[config.mk]
export PLATFORM = sky130hd
export DESIGN_NAME = stream_demux_1to2_flat
export DESIGN_NICKNAME = d
export VERILOG_FILES = /design/src/rtl/stream_demux_1to2_if.sv /design/src/rtl/stream_demux_1to2.sv /design/src/flat_wrapper.sv
export SDC_FILE = /design/constraint.sdc
export NUM_CORES = 1
export LEC_CHECK = 0
export CAP_MARGIN = 20
export CORE_MARGIN = 1.5
export CORE_UTILIZATION = 40
export DETAILED_ROUTE_END_ITERATION = 6
export GPL_ROUTABILITY_DRIVEN = 0
export RECOVER_POWER = 25
export SLEW_MARGIN = 10
export SYNTH_ARGS = -nofsm -noshare
export SYNTH_HDL_FRONTEND = slang
export SYNTH_SLANG_ARGS = --single-unit
[constraint.sdc]
create_clock -name clk -period 4.55 [get_ports clk]
set_input_delay 1.365 -clock clk [delete_from_list [all_inputs] [get_ports clk]]
set_output_delay 1.365 -clock clk [all_outputs]
set_load 0.05 [all_outputs]
[src/rtl/stream_demux_1to2_if.sv]
// rtl/stream_demux_1to2_if.sv - handshake bundle for the 1-to-2 stream demultiplexer
interface stream_demux_1to2_if #(
  parameter int WIDTH = 4,
  parameter int CNT_W = 8
);
  logic             in_valid;
  logic             in_ready;
  logic [WIDTH-1:0] in_data;
  logic             in_sel;
  logic             a_valid;
  logic             a_ready;
  logic [WIDTH-1:0] a_data;
  logic             b_valid;
  logic             b_ready;
  logic [WIDTH-1:0] b_data;
  logic [CNT_W-1:0] a_count;
  logic [CNT_W-1:0] b_count;

  modport master (
    output in_valid, in_data, in_sel, a_ready, b_ready,
    input  in_ready, a_valid, a_data, b_valid, b_data, a_count, b_count
  );

  modport slave (
    input  in_valid, in_data, in_sel, a_ready, b_ready,
    output in_ready, a_valid, a_data, b_valid, b_data, a_count, b_count
  );
endinterface

[src/rtl/stream_demux_1to2.sv]
// rtl/stream_demux_1to2.sv - registered 1-to-2 stream demux with per-channel FIFOs and counters
module stream_demux_1to2 #(
  parameter int WIDTH = 4,
  parameter int DEPTH = 2,
  parameter int CNT_W = 8
) (
  input logic                clk,
  input logic                rst_n,
  stream_demux_1to2_if.slave bus
);
  localparam int PTR_W = $clog2(DEPTH);
  localparam int OCC_W = PTR_W + 1;
  localparam logic [OCC_W-1:0] OCC_FULL = OCC_W'(DEPTH);

  // Index 0 is channel A, index 1 is channel B throughout.
  logic [WIDTH-1:0] mem_q  [2][DEPTH];
  logic [PTR_W-1:0] wptr_q [2];
  logic [PTR_W-1:0] wptr_d [2];
  logic [PTR_W-1:0] rptr_q [2];
  logic [PTR_W-1:0] rptr_d [2];
  logic [OCC_W-1:0] occ_q  [2];
  logic [OCC_W-1:0] occ_d  [2];
  logic [CNT_W-1:0] cnt_q  [2];
  logic [CNT_W-1:0] cnt_d  [2];
  logic [1:0]       full;
  logic [1:0]       empty;
  logic [1:0]       push;
  logic [1:0]       pop;
  logic [1:0]       out_ready;
  logic             in_ready;

  always_comb begin
    out_ready = {bus.b_ready, bus.a_ready};
    full      = '0;
    empty     = '0;
    push      = '0;
    pop       = '0;
    wptr_d    = wptr_q;
    rptr_d    = rptr_q;
    occ_d     = occ_q;
    cnt_d     = cnt_q;
    for (int c = 0; c < 2; c++) begin
      full[c]  = (occ_q[c] == OCC_FULL);
      empty[c] = (occ_q[c] == '0);
    end
    // Readiness looks only at registered occupancy, never at the sink readies.
    in_ready = rst_n && !full[bus.in_sel];
    for (int c = 0; c < 2; c++) begin
      push[c] = bus.in_valid && in_ready && (bus.in_sel == 1'(c));
      pop[c]  = !empty[c] && out_ready[c];
      if (push[c]) wptr_d[c] = wptr_q[c] + PTR_W'(1);
      if (pop[c])  rptr_d[c] = rptr_q[c] + PTR_W'(1);
      if (push[c] && !pop[c])      occ_d[c] = occ_q[c] + OCC_W'(1);
      else if (pop[c] && !push[c]) occ_d[c] = occ_q[c] - OCC_W'(1);
      if (pop[c] && (cnt_q[c] != '1)) cnt_d[c] = cnt_q[c] + CNT_W'(1);
    end
  end

  always_ff @(posedge clk) begin
    if (!rst_n) begin
      for (int c = 0; c < 2; c++) begin
        wptr_q[c] <= '0;
        rptr_q[c] <= '0;
        occ_q[c]  <= '0;
        cnt_q[c]  <= '0;
      end
    end else begin
      for (int c = 0; c < 2; c++) begin
        wptr_q[c] <= wptr_d[c];
        rptr_q[c] <= rptr_d[c];
        occ_q[c]  <= occ_d[c];
        cnt_q[c]  <= cnt_d[c];
      end
    end
  end

  // Storage needs no reset: push is already blocked while rst_n is low.
  always_ff @(posedge clk) begin
    for (int c = 0; c < 2; c++) begin
      if (push[c]) mem_q[c][wptr_q[c]] <= bus.in_data;
    end
  end

  assign bus.in_ready = in_ready;
  assign bus.a_valid  = !empty[0];
  assign bus.b_valid  = !empty[1];
  assign bus.a_data   = empty[0] ? '0 : mem_q[0][rptr_q[0]];
  assign bus.b_data   = empty[1] ? '0 : mem_q[1][rptr_q[1]];
  assign bus.a_count  = cnt_q[0];
  assign bus.b_count  = cnt_q[1];
endmodule

[src/flat_wrapper.sv]
// flat-port wrapper written by rule: the top's interface ports become plain ports
module stream_demux_1to2_flat 
#(
  parameter int WIDTH = 4,
  parameter int DEPTH = 2,
  parameter int CNT_W = 8
)
  (clk, rst_n, bus_in_valid, bus_in_data, bus_in_sel, bus_a_ready, bus_b_ready, bus_in_ready, bus_a_valid, bus_a_data, bus_b_valid, bus_b_data, bus_a_count, bus_b_count);
  stream_demux_1to2_if #(.WIDTH(WIDTH), .CNT_W(CNT_W)) bus_i ();
  input logic clk;
  input logic rst_n;
  input wire logic [$bits(bus_i.in_valid)-1:0] bus_in_valid;
  input wire logic [$bits(bus_i.in_data)-1:0] bus_in_data;
  input wire logic [$bits(bus_i.in_sel)-1:0] bus_in_sel;
  input wire logic [$bits(bus_i.a_ready)-1:0] bus_a_ready;
  input wire logic [$bits(bus_i.b_ready)-1:0] bus_b_ready;
  output wire logic [$bits(bus_i.in_ready)-1:0] bus_in_ready;
  output wire logic [$bits(bus_i.a_valid)-1:0] bus_a_valid;
  output wire logic [$bits(bus_i.a_data)-1:0] bus_a_data;
  output wire logic [$bits(bus_i.b_valid)-1:0] bus_b_valid;
  output wire logic [$bits(bus_i.b_data)-1:0] bus_b_data;
  output wire logic [$bits(bus_i.a_count)-1:0] bus_a_count;
  output wire logic [$bits(bus_i.b_count)-1:0] bus_b_count;
  assign bus_i.in_valid = bus_in_valid;
  assign bus_i.in_data = bus_in_data;
  assign bus_i.in_sel = bus_in_sel;
  assign bus_i.a_ready = bus_a_ready;
  assign bus_i.b_ready = bus_b_ready;
  assign bus_in_ready = bus_i.in_ready;
  assign bus_a_valid = bus_i.a_valid;
  assign bus_a_data = bus_i.a_data;
  assign bus_b_valid = bus_i.b_valid;
  assign bus_b_data = bus_i.b_data;
  assign bus_a_count = bus_i.a_count;
  assign bus_b_count = bus_i.b_count;
  stream_demux_1to2 #(.WIDTH(WIDTH), .DEPTH(DEPTH), .CNT_W(CNT_W)) u_core (.clk(clk), .rst_n(rst_n), .bus(bus_i));
endmodule
==> results.cfg <==
[pwr]
power.switching_mw = 0.504
clkPwrFrac = 0.246
ir_worst_vdd_v = 0.000287
combPwrFrac = 0.401
leakagePower_nw = 0.845
seqPwrFrac = 0.352
internal_power_mw = 0.828
power_density_nw_per_um2 = 566
p_sw_frac = 0.378
p_total_mw = 1.33

[timing]
finalCritPeriodShare = 0.901
finalMaxSlewViolations = 0
skew_ns = 0.00479
tightest_slew_ns = 0.854
max_freq_mhz = 244
tns_ns = 0
min_period_ns = 4.10
rsz0062_at_grt = no
relSlewSlack = 0.431
final-setup-viol-count = 0
hold_viol_final = 0

[cells_and_area]
multi_input_area_um2 = 798
antenna-diode-count = 0
nNetsFinal = 225
area_growth_pct = 30.7
fill_cells = 381
regArea_um2 = 961
drive_gt1_frac = 0.0758
layoutNonFillerInstCount = 263

[hold_path]
min_from = u_core.bus.b_count[5]
hold_path_class = flip-flop to flip-flop

[yosys]
syn_inst = 171
post_synth_num_cell_types = 35
synth_edf_count = 16
yosysWarnings = 0
synthesis.area_um2 = 1800
synth.avg_cell_area_um2 = 10.5
synthFlopType = dfxtp_1
async_flop_share = 0
seq_area_frac_synth = 0.534
synth_seq_cells = 40
syn-num-nets = 185

[die]
die_w_um = 70.1
start_util = 0.414
die_area_um2 = 4910
pin_count = 37
core_area_um2 = 4350
die_h_um = 70.1
row_count = 24

[clocking]
ctsHoldBuffers = 0
ctsResizeCount = 0
cts_buffer_depth = 2
cts_tree = done
post_cts_buffers = 0
h-tree-depth = 2
cts_buffers = 5
insertion_delay_ns = 0.29
clockRootBuffer = clkbuf_8
clock-sinks = 40
path_clk_slew_ns = 0.07

[global_route]
antenna_found_initial = 0
grt.overflow.total = 0
grt_max_degree = 21
track_usage = 0.149
first_global_vias = 1316
grt_first_pass_wirelength_um = 5800

[place]
dpl.hpwl_um = 2570
io_buffers = 36
place_inst = 256

[worst_setup_path]
cp_cell_sequence = dlygate4sd3_1 -> clkbuf_1 -> inv_1 -> a21oi_1 -> buf_12
crit_path_end_kind = primary output
crit_path_end = bus_in_ready
cp-start-kind = input port
cp_max_fo = 10
timing.setup.critical_path_class = input port to primary output
rr_endpoint = u_core.occ_q[3]
cp_top_family = buffers and inverters
worstPathArrival_ns = 2.73
r2r_setup_slack_ns = 2.52
required_ns = 3.18
reg2reg_from = u_core.occ_q[2]
reg2reg_depth = 5
cpMaxStageDelayCell = dlygate4sd3_1
max_stage_delay_ns = 0.52
crit_start = rst_n
crit_cells = 5
cp_num_buf_inv = 4

[detailed_routing]
drc = 0
drt_pre_antenna_iters = 4
wl_per_cell_um = 12.8
routed_via_density = 5.14
routed_wl_um = 3370
dr_total_vias = 1352
drtIter0Drc = 40
antenna_left = 0

[outcome]
outcome = finished clean

[flow_run]
maxCapViolCount = 0
==> cells in the mapped netlist, types with 5 or more instances <==
| master | n | area (um^2) |
|---|---|---|
| xor2_1 | 7 | 61.3 |
| nor2_1 | 24 | 90.1 |
| inv_1 | 6 | 22.5 |
| dfxtp_1 | 24 | 480 |
| nor3_1 | 7 | 35.0 |
| clkbuf_1 | 5 | 18.8 |
| mux2i_1 | 14 | 140 |
| nand2_1 | 14 | 52.6 |
| a21oi_1 | 7 | 35.0 |
| edfxtp_1 | 16 | 480 |
==> layout make-up <==
cell class,instances,area share
clock buffer,5,0.0292
clock inverter,2,0.0255
inverter,6,0.00957
multi-input combinational,120,0.339
sequential,40,0.408
tap,52,0.0276
timing repair buffer,38,0.161
==> per-layer routing <==
layer	track usage	part of all wire
met1	0.185	0.44
met2	0.246	0.47
met3	0.0462	0.068
met4	0.0513	0.015
met5	0	0
==> state kept, by name, summed over array words and instances (netlist names) <==
signal              count
u_core.mem_q           16
u_core.bus.a_count      8
u_core.bus.b_count      8
u_core.occ_q            4
u_core.rptr_q           2
u_core.wptr_q           2
==> per-stage QoR <==
stage	cell area (um^2)	setup WS (ns)	util	hold slack [ns]
3_5_place_dp	2230	0.602	0.513	0.510
4_1_cts	2360	0.595	0.542	0.524
6_report	2350	0.452	0.541	0.526
5_1_grt	2350	0.321	0.541	0.560
3_3_place_gp	2230	0.627	0.513	0.507
2_1_floorplan	1800	0.494	-	0.491
==> worst register-to-register path: cells and delay by family, from the launching register on <==
family                     cells  cell delay [ns]
adders and majority gates      1             0.35
AOI/OAI and AO/OA              1             0.14
DFF                            1             0.45
and+or+nand+nor                3             1.02
==> power by group through the flow <==
stage	clock (mW)	combinational (mW)	sequential, mW
6_report	0.328	0.534	0.469
5_1_grt	0.351	0.575	0.478
4_1_cts	0.337	0.542	0.470
3_5_place_dp	0	0.541	0.478
3_3_place_gp	0	0.531	0.475
2_1_floorplan	0	0.371	0.485
==> how the worst min path moves through the flow <==
stage	cells after the start	to	slack (ns)
after global placement	2	u_core.bus.b_count[5]	0.51
after detailed placement	2	u_core.bus.b_count[5]	0.51
final	2	u_core.bus.b_count[5]	0.53
after floorplan	2	u_core.occ_q[3]	0.49
after global routing	2	u_core.bus.b_count[5]	0.56
after CTS	2	u_core.bus.b_count[5]	0.52
==> layout by cell type, fill, tap and decap left out, types with 2 or more instances in the layout <==
cell | Yosys | final
clkdlybuf4s50_1 | 0 | 30
nor2_1 | 24 | 24
dfxtp_1 | 24 | 24
edfxtp_1 | 16 | 16
nand2_1 | 14 | 14
mux2i_1 | 14 | 14
nor3_1 | 7 | 7
a21oi_1 | 7 | 7
xor2_1 | 7 | 7
inv_1 | 6 | 6
clkbuf_8 | 0 | 5
dlygate4sd3_1 | 0 | 5
nand2b_1 | 4 | 4
o21ai_0 | 4 | 4
xnor2_1 | 4 | 4
ha_1 | 4 | 4
nor4_1 | 3 | 3
nand3_1 | 3 | 3
o31ai_1 | 3 | 3
and2_1 | 2 | 2
or3_1 | 2 | 2
o2111a_1 | 2 | 2
o211ai_1 | 2 | 2
bufinv_16 | 0 | 2
clkbuf_1 | 5 | 2
==> logic make-up after synthesis <==
group           Yosys count  synth area share
compound gates           24            0.0987
xor+xnor                 11            0.0535
fa+ha+maj                 4            0.0278
buf+inv                  11            0.0229
flops                    40             0.534
mux                      14            0.0778
simple gates             67             0.186
(Power assumes the default switching activity.)
